$ cat src/rtl/mskdemux2_fifo_gadget_if.sv
// mskdemux2_fifo_gadget_if
//   Bundles the input and output handshakes of the masked 1-to-2 demux.
//   Masked words use share-interleaved packing: bit i of the word occupies
//   [i*d+d-1 : i*d], one bit per share.
//
// Handshake semantics (both sides): a transfer happens on a rising clk edge
// where valid and ready are both 1. A producer holds its payload stable while
// valid is 1 and ready is 0. in_ready never depends combinationally on
// out_ready.
//
// Signals
//   in_valid  / in_ready   : input word handshake (a_input, s_input, rnd)
//   a_input   [d*word]     : masked data word
//   s_input   [d]          : masked select bit
//   rnd       [word*d*(d-1)/2] : fresh randomness, one slice per data bit
//   rnd_valid              : rnd holds unused randomness
//   out_valid / out_ready  : FIFO head handshake
//   out0, out1 [d*word]    : masked a AND NOT s, masked a AND s
//
// Modports: master = producer/consumer side, slave = the gadget.
interface mskdemux2_fifo_gadget_if #(
  parameter int d    = 2,
  parameter int word = 13
) ();
  logic                          in_valid;
  logic                          in_ready;
  logic [d*word-1:0]             a_input;
  logic [d-1:0]                  s_input;
  logic [word*d*(d-1)/2-1:0]     rnd;
  logic                          rnd_valid;
  logic                          out_valid;
  logic                          out_ready;
  logic [d*word-1:0]             out0;
  logic [d*word-1:0]             out1;

  modport master (
    output in_valid, a_input, s_input, rnd, rnd_valid, out_ready,
    input  in_ready, out_valid, out0, out1
  );

  modport slave (
    input  in_valid, a_input, s_input, rnd, rnd_valid, out_ready,
    output in_ready, out_valid, out0, out1
  );
endinterface

$ cat src/rtl/mskdemux2_fifo_gadget.sv
// mskdemux2_fifo_gadget
//   Masked 1-to-2 demultiplexer. For every accepted word:
//     out1 = a AND s     (one HPC2 AND gadget per data bit)
//     out0 = a XOR out1  (= a AND NOT s, share-wise XOR)
//   Results go through a fixed 3-cycle pipeline into a share-preserving
//   output FIFO. Input acceptance is credit based: a word is only accepted
//   when the FIFO is guaranteed to have room for it when it arrives.
//
// Ports
//   clk   : rising-edge clock
//   rst_n : synchronous active-low reset
//   bus   : mskdemux2_fifo_gadget_if.slave (see interface for signals)
//
// Optional build macro
//   MSKDEMUX_ZEROIZE_EN : popped FIFO entries are cleared to 0 at the pop
//                         edge, and out0/out1 read 0 while out_valid = 0.
module mskdemux2_fifo_gadget #(
  parameter int d     = 2,
  parameter int word  = 13,
  parameter int DEPTH = 4
) (
  input  logic                          clk,
  input  logic                          rst_n,
  mskdemux2_fifo_gadget_if.slave        bus
);
  localparam int N  = d * word;
  localparam int P  = d * (d - 1) / 2;
  localparam int AW = $clog2(DEPTH);

  // Index of the random bit shared by share pair (i, j) within one data bit.
  function automatic int pair_idx(input int i, input int j);
    int lo;
    int hi;
    lo = (i < j) ? i : j;
    hi = (i < j) ? j : i;
    return lo * (2 * d - lo - 1) / 2 + (hi - lo - 1);
  endfunction

  logic                acc;
  logic                wr;
  logic                pop;
  logic                out_valid;
  logic [AW+1:0]       occ;

  logic [N-1:0]        a_s1_q, a_s2_q, a_s3_q;
  logic [d-1:0]        s_s1_q;
  logic [word*P-1:0]   rnd_s1_q;
  logic [N-1:0]        out1_w, out0_w;

  logic [AW:0]         count_q;
  logic [AW-1:0]       wptr_q, rptr_q;
  logic [1:0]          infl_q;
  logic [2:0]          vp_q;
  logic [N-1:0]        mem0_q [DEPTH];
  logic [N-1:0]        mem1_q [DEPTH];

  // Credit: words in the pipe plus words stored must leave room for one more.
  assign occ          = {1'b0, count_q} + {{AW{1'b0}}, infl_q};
  assign bus.in_ready = rst_n & bus.rnd_valid & (occ < (AW+2)'(DEPTH));
  assign acc          = bus.in_valid & bus.in_ready;
  assign wr           = vp_q[2];
  assign out_valid    = (count_q != '0);
  assign pop          = out_valid & bus.out_ready;
  assign bus.out_valid = out_valid;

  // Stage 1 captures only on accept so randomness is consumed once per word.
  // Data registers are not reset: the cleared valid pipe hides their content.
  always_ff @(posedge clk) begin
    if (acc) begin
      a_s1_q   <= bus.a_input;
      s_s1_q   <= bus.s_input;
      rnd_s1_q <= bus.rnd;
    end
    a_s2_q <= a_s1_q;
    a_s3_q <= a_s2_q;
  end

  // HPC2 AND per bit: s (inb) and randomness are refreshed one cycle ahead,
  // a (ina) enters one cycle later, and every product term is registered
  // before the share's terms are XORed together.
  for (genvar w = 0; w < word; w++) begin : g_bit
    for (genvar i = 0; i < d; i++) begin : g_share
      logic [d-1:0] term;
      for (genvar j = 0; j < d; j++) begin : g_term
        if (i == j) begin : g_own
          logic b_q, v_q;
          always_ff @(posedge clk) begin
            b_q <= s_s1_q[i];
            v_q <= a_s2_q[w*d+i] & b_q;
          end
          assign term[j] = v_q;
        end else begin : g_cross
          localparam int RI = w * P + pair_idx(i, j);
          logic z_q, r_q, u_q, v_q;
          always_ff @(posedge clk) begin
            z_q <= s_s1_q[j] ^ rnd_s1_q[RI];
            r_q <= rnd_s1_q[RI];
            u_q <= ~a_s2_q[w*d+i] & r_q;
            v_q <= a_s2_q[w*d+i] & z_q;
          end
          assign term[j] = u_q ^ v_q;
        end
      end
      assign out1_w[w*d+i] = ^term;
    end
  end

  // Same share index on both operands: no cross-share mixing here.
  assign out0_w = a_s3_q ^ out1_w;

  always_ff @(posedge clk) begin
    if (!rst_n) begin
      count_q <= '0;
      wptr_q  <= '0;
      rptr_q  <= '0;
      infl_q  <= '0;
      vp_q    <= '0;
      for (int k = 0; k < DEPTH; k++) begin
        mem0_q[k] <= '0;
        mem1_q[k] <= '0;
      end
    end else begin
      vp_q <= {vp_q[1:0], acc};

      unique case ({acc, wr})
        2'b10:   infl_q <= infl_q + 2'd1;
        2'b01:   infl_q <= infl_q - 2'd1;
        default: ;
      endcase

      unique case ({wr, pop})
        2'b10:   count_q <= count_q + (AW+1)'(1);
        2'b01:   count_q <= count_q - (AW+1)'(1);
        default: ;
      endcase

      if (pop) begin
        rptr_q <= rptr_q + AW'(1);
`ifdef MSKDEMUX_ZEROIZE_EN
        mem0_q[rptr_q] <= '0;
        mem1_q[rptr_q] <= '0;
`endif
      end

      // The credit rule keeps wptr != rptr whenever write and pop coincide.
      if (wr) begin
        mem0_q[wptr_q] <= out0_w;
        mem1_q[wptr_q] <= out1_w;
        wptr_q         <= wptr_q + AW'(1);
      end
    end
  end

`ifdef MSKDEMUX_ZEROIZE_EN
  assign bus.out0 = out_valid ? mem0_q[rptr_q] : '0;
  assign bus.out1 = out_valid ? mem1_q[rptr_q] : '0;
`else
  assign bus.out0 = mem0_q[rptr_q];
  assign bus.out1 = mem1_q[rptr_q];
`endif
endmodule
$ cat src/flat_wrapper.sv
// flat-port wrapper written by rule: the top's interface ports become plain ports
module mskdemux2_fifo_gadget_flat 
#(
  parameter int d     = 2,
  parameter int word  = 13,
  parameter int DEPTH = 4
)
  (clk, rst_n, bus_in_valid, bus_a_input, bus_s_input, bus_rnd, bus_rnd_valid, bus_out_ready, bus_in_ready, bus_out_valid, bus_out0, bus_out1);
  mskdemux2_fifo_gadget_if #(.d(d), .word(word)) bus_i ();
  input  logic clk;
  input  logic rst_n;
  input wire logic [$bits(bus_i.in_valid)-1:0] bus_in_valid;
  input wire logic [$bits(bus_i.a_input)-1:0] bus_a_input;
  input wire logic [$bits(bus_i.s_input)-1:0] bus_s_input;
  input wire logic [$bits(bus_i.rnd)-1:0] bus_rnd;
  input wire logic [$bits(bus_i.rnd_valid)-1:0] bus_rnd_valid;
  input wire logic [$bits(bus_i.out_ready)-1:0] bus_out_ready;
  output wire logic [$bits(bus_i.in_ready)-1:0] bus_in_ready;
  output wire logic [$bits(bus_i.out_valid)-1:0] bus_out_valid;
  output wire logic [$bits(bus_i.out0)-1:0] bus_out0;
  output wire logic [$bits(bus_i.out1)-1:0] bus_out1;
  assign bus_i.in_valid = bus_in_valid;
  assign bus_i.a_input = bus_a_input;
  assign bus_i.s_input = bus_s_input;
  assign bus_i.rnd = bus_rnd;
  assign bus_i.rnd_valid = bus_rnd_valid;
  assign bus_i.out_ready = bus_out_ready;
  assign bus_in_ready = bus_i.in_ready;
  assign bus_out_valid = bus_i.out_valid;
  assign bus_out0 = bus_i.out0;
  assign bus_out1 = bus_i.out1;
  mskdemux2_fifo_gadget #(.d(d), .word(word), .DEPTH(DEPTH)) u_core (.clk(clk), .rst_n(rst_n), .bus(bus_i));
endmodule
$ cat config.mk
export PLATFORM = sky130hd
export DESIGN_NAME = mskdemux2_fifo_gadget_flat
export DESIGN_NICKNAME = d
export VERILOG_FILES = /design/src/rtl/mskdemux2_fifo_gadget_if.sv /design/src/rtl/mskdemux2_fifo_gadget.sv /design/src/flat_wrapper.sv
export SDC_FILE = /design/constraint.sdc
export NUM_CORES = 1
export LEC_CHECK = 0
export ABC_AREA = 1
export BUFFER_PORTS_ARGS = -buffer_cell sky130_fd_sc_hd__buf_2
export CORE_MARGIN = 10
export CORE_UTILIZATION = 25
export DETAILED_ROUTE_END_ITERATION = 8
export PLACE_DENSITY = 0.42
export SYNTH_ARGS = -nofsm -noshare
export SYNTH_HDL_FRONTEND = slang
export SYNTH_SLANG_ARGS = --single-unit
$ cat constraint.sdc
create_clock -name clk -period 6 [get_ports clk]
set_input_delay 0.9 -clock clk [delete_from_list [all_inputs] [get_ports clk]]
set_output_delay 0.9 -clock clk [all_outputs]
set_load 0.005 [all_outputs]
## Yosys cells after proc, flatten, opt, wreduce, memory -nomap -nowiden

Memory sizes are Yosys's and may differ from the RTL's. A register that Yosys moved wholly into a read port is not among the register bits.
Index checks and enable logic that the tools add are counted.

| operators by class | value |
|---|---|
| add/sub/neg operators | 7 |
| multipliers | 0 |
| divide/modulo/power cells | 0 |
| order comparisons | 1 |
| eq/ne operators | 4 |
| shift operators | 0 |
| multiplexer cells | 16 |
| bitwise operators | 161 |
| reduce and logical (&&, ||, !) cells | 31 |

Operators with widths:

| operator | count |
|---|---|
| $and 1x1->1 | 82 |
| $mux 26 | 2 |
| $reduce_or 26->1 | 2 |
| $reduce_xor 2->1 | 26 |
| $xor 1x1->1 | 52 |
| $not 1->1 | 26 |
| $xor 26x26->26 | 1 |
| $mux 2 | 6 |
| $add 2x1->2 const B | 3 |
| $mux 1 | 6 |
| $pmux 3 s2 | 1 |
| $add 3x2->4 | 1 |
| $eq 2x1->1 const B | 2 |
| $eq 2x2->1 const B | 2 |
| $lt 4x3->1 const B | 1 |
| $pmux 2 s2 | 1 |
| $reduce_bool 2->1 | 2 |
| $add 3x1->3 const B | 1 |
| $reduce_bool 3->1 | 1 |
| $sub 3x1->3 const B | 1 |
| $sub 2x1->2 const B | 1 |

| word-level totals | value |
|---|---|
| bits in registers | 224 |
| bits in latches | 0 |
| RAM bits | 208 |
| memory bits (read-only) | 0 |
| input bits | 46 |
| output and inout port bits | 54 |
| logic and storage cells | 351 |
| memories kept | 2 |

Memories:

| name | depth | width | read ports | clocked after Yosys merged registers in | write ports | line | text |
|---|---|---|---|---|---|---|---|
| u_core.mem0_q | 4 | 26 | 1 | 1 | 4 | mskdemux2_fifo_gadget.sv:54 | `logic [N-1:0] mem0_q [DEPTH];` |
| u_core.mem1_q | 4 | 26 | 1 | 1 | 4 | mskdemux2_fifo_gadget.sv:55 | `logic [N-1:0] mem1_q [DEPTH];` |

## Logic depth before layout (Yosys ltp)

| depth | value |
|---|---|
| depth after elaboration | 6 |
| depth in mapped cells | 11 |
| mapped depth without buffers | 11 |

## Least setup slack after synthesis

Ideal clock, no wire load.

| timing path | value |
|---|---|
| kind | reg-to-reg |
| start point | register u_core.wptr_q[0] |
| end point | memory u_core.mem0_q[3][0] in the netlist's numbering, enable pin |
| setup time | 0.536 ns |
| arrival time | 4.196 ns |
| data required time | 5.464 ns |
| slack | 1.268 ns |
| stages on the path, launching flop included | 3 |
| path buffers | 0 |
| period minus slack after synthesis | 4.732 ns |
| cells stage by stage | dfxtp_1 nand2_1 o21ai_0 |

RTL lines:

| what | line | text |
|---|---|---|
| start, declared | mskdemux2_fifo_gadget.sv:51 | `logic [AW-1:0] wptr_q, rptr_q;` |
| start signal, assigned | mskdemux2_fifo_gadget.sv:149 | `wptr_q <= wptr_q + AW'(1);` |
| end, declared | mskdemux2_fifo_gadget.sv:54 |  |

==> out/qor.txt <==
Max_cap viols -> 0
Slew headroom -> 12.00%
Min-Delay Path Depth -> 0
Drc violations -> 0
Met1 GRT Util -> 14.04%
Critical path endpoint category -> primary output
First-pass GRT wire length -> 59,820 um
Number of synthesized register bits -> 434
Initial DRC Count -> 536
Initial antenna violation count -> 7
Critical Path Stages -> 5
Syn Std Cell Area -> 16,080 um^2
Status -> complete, no violations
Final setup TNS -> 0 ps
Synth warn -> 0
Slew Limit Fails -> 0
Initial Util -> 25.35%
Number of global-route vias before repair -> 9,848
Max IR drop VDD -> 0.0001437 V
Avg Synthesized Cell Area -> 10.29 um^2
HPWL Detailed -> 23,970 um
Worst Path Required -> 5100 ps
DR pass1 iterations -> 5
Root Buffer -> clkbuf_16
Total grt overflow -> 0
Crit path buffers/inverters -> 3
Cell taking the most area after synthesis -> edfxtp_1
Endpoints failing hold -> 0
Routability Congestion -> 0.7152
Delay of the slowest cell on the worst path -> 670 ps
Share of layout cells above drive strength 1 -> 11.33%
Worst path slowest cell -> inv_2
CP Max Fanout -> 53
Area after DPL -> 17,470 um^2
Remaining antenna violation count -> 0
Met2 Resource Use GR -> 16.25%
Total CTS buffers -> 44
Final Critical Period -> 3723 ps
CP cell instances -> inv_2 > buf_4 > o21ai_0 > o22ai_1 > buf_2
Pwr dens -> 350.8 nW/um^2
CTS clk-pin slew, worst paths -> 60 ps
Overall Power -> 0.006632 W
Design Area, Final -> 18,910 um^2
Vias per cell -> 3.975
Fin crit share -> 62.05%
Fmax achieved -> 0.2686 GHz
Arr. time, crit path -> 2820 ps
Syn_nets -> 1,613
Cells on worst reg2reg path -> 5
Total number of vias -> 10,120
Worst hold-check path type -> flip-flop to flip-flop
Post-CTS sizing -> 0
Hold buffers post-CTS -> 0
Critical path's top delay family -> buffers and inverters
Die area -> 74,860 um^2
Final setup fails -> 0
RSZ-0062 raised after global routing -> false
PortBufs -> 99
Yosys top cell area share -> 46.50%
Largest net degree at the start of global routing -> 105
Sink Count -> 434
Kind of critical path -> flip-flop to primary output
Netlist cell types -> 22
Layout Skew -> 9.273 ps
Post-Synthesis Cells -> 1,563
Insertion delay to the later sink of the worst-skew pair -> 540 ps
Postcts setup bufs -> 0
Worst setup SP type -> flip-flop
Area growth syn-to-layout -> 17.58%
Met3 GRT Util -> 1.974%
Total core area -> 63,430 um^2
Chip height -> 273.6 um
# H-tree levels -> 2
Row count -> 92
Routed len/inst -> 15.17 um
WL final -> 38,620 um
Synth top area cells -> edfxtp_1, dfxtp_1, nor2_1
CTS tree -> done
Final net count -> 1,711
I/O Pins -> 100
Worst-Margin Slew -> 1319 ps
Sequential share of the synthesized area -> 69.54%
Lkg Pwr -> 8.257 nW
Most Used Layer, Global Route -> met2
Chip width -> 273.6 um
Global-route usage over all layers -> 10.30%
Bufs on Longest Clock Path -> 3
## cell usage after synthesis
master,count
ha_1,3
inv_1,238
nand3_2,1
nand3b_1,1
a21oi_1,6
fa_1,1
o22ai_1,52
nand2_2,2
nand3_1,109
nor2_1,292
nor2_2,1
clkbuf_1,23
a31oi_1,1
o21ai_0,111
buf_2,33
inv_2,2
buf_4,3
edfxtp_1,249
dfxtp_1,185
xor2_1,26
and2_1,1
nand2_1,223
## power by group
group | internal [W] | switching (W)
Combinational | 0.000202 | 0.000431
Sequential | 0.00325 | 0.0000507
Clock | 0.00157 | 0.00112
Total | 0.00503 | 0.00160
## cell families (layout without fill, tap and decap cells)
kind of cell | after synthesis | after routing | synth area share, %
compound gates | 170 | 170 | 5.704
xor+xnor | 26 | 26 | 1.416
fa+ha+maj | 4 | 4 | 0.3580
buf+inv | 299 | 431 | 7.307
flops | 434 | 434 | 69.54
other cells | 0 | 5 | 0
simple gates | 630 | 630 | 15.68
## worst reg2reg max path, delay by kind of cell (launching register included)
family | cells | cell delay [ps]
flops | 1 | 390
simple gates | 4 | 1660
buf+inv | 1 | 560
## sequential cells by signal, summed over array words and instances, names as in the netlist, named ones only
name	count
u_core.mem0_q	104
u_core.mem1_q	104
u_core.a_s1_q	26
u_core.a_s2_q	26
u_core.a_s3_q	26
u_core.g_bit.g_share.g_term.g_own.v_q	26
u_core.g_bit.g_share.g_term.g_cross.u_q	26
u_core.g_bit.g_share.g_term.g_cross.v_q	26
u_core.g_bit.g_share.g_term.g_cross.z_q	26
u_core.g_bit.g_share.g_term.g_cross.r_q	13
u_core.rnd_s1_q	13
u_core.count_q	3
u_core.vp_q	3
u_core.g_bit.g_share.g_term.g_own.b_q	2
u_core.infl_q	2
u_core.rptr_q	2
u_core.s_s1_q	2
u_core.wptr_q	2
## cell type report
| class | count | area [um^2] |
|---|---|---|
| Antenna cell | 5 | 12.51 |
| Clock buffer | 61 | 1279 |
| Clock inverter | 19 | 141.4 |
| Fill cell | 6488 | 44520 |
| Inverter | 240 | 900.9 |
| Multi-Input combinational cell | 830 | 3742 |
| Sequential cell | 434 | 11190 |
| Tap cell | 846 | 1059 |
| Timing Repair Buffer | 111 | 585.6 |
## cells in the final DEF (no fill, tap or decap), types with 2 or more instances in the layout
| cell type | count |
|---|---|
| a21oi_1 | 6 |
| bufinv_16 | 2 |
| edfxtp_1 | 249 |
| nor2_1 | 292 |
| o21ai_0 | 110 |
| nand3_1 | 109 |
| clkbuf_16 | 47 |
| nand2_2 | 5 |
| clkinv_1 | 3 |
| clkbuf_8 | 5 |
| xor2_1 | 26 |
| inv_2 | 3 |
| clkinv_2 | 14 |
| buf_4 | 12 |
| buf_2 | 99 |
| diode_2 | 5 |
| clkbuf_1 | 9 |
| nand2_1 | 220 |
| o22ai_1 | 52 |
| inv_1 | 237 |
| ha_1 | 3 |
| dfxtp_1 | 183 |
## metrics by stage
step / hold slack [ps] / worst slack (ps) / std cells / utilization, %
after global placement: 324.8 / 2056 / 2461 / 27.55
after global routing: 348.8 / 2053 / 2541 / 29.79
after floorplan: 323.3 / 1268 / 1563 / -
after CTS: 340.4 / 2126 / 2541 / 29.79
after detailed placement: 327.9 / 2007 / 2461 / 27.55
final: 339.8 / 2277 / 2546 / 29.81
## path summary, 6_finish.rpt
check                                                 start                                 to  slack, ps
worst max register to register    u_core.vp_q[2]$_SDFF_PN0_  u_core.mem1_q[0][0]$_SDFFCE_PN0P_       2990
worst min register to register  u_core.a_s1_q[16]$_DFFE_PP_          u_core.a_s2_q[16]$_DFF_P_        340
worst min-delay path            u_core.a_s1_q[16]$_DFFE_PP_          u_core.a_s2_q[16]$_DFF_P_        340
worst max-delay path                              flip-flop                        bus_out1[5]       2280
## routing by layer
layer,share of wire [%],vias up
met4,2.1,6
met3,4.0,55
met5,0.10,-
met2,45,133
met1,48,4684
li1,-,5243
No activity file was read; power rests on OpenSTA's default activity.
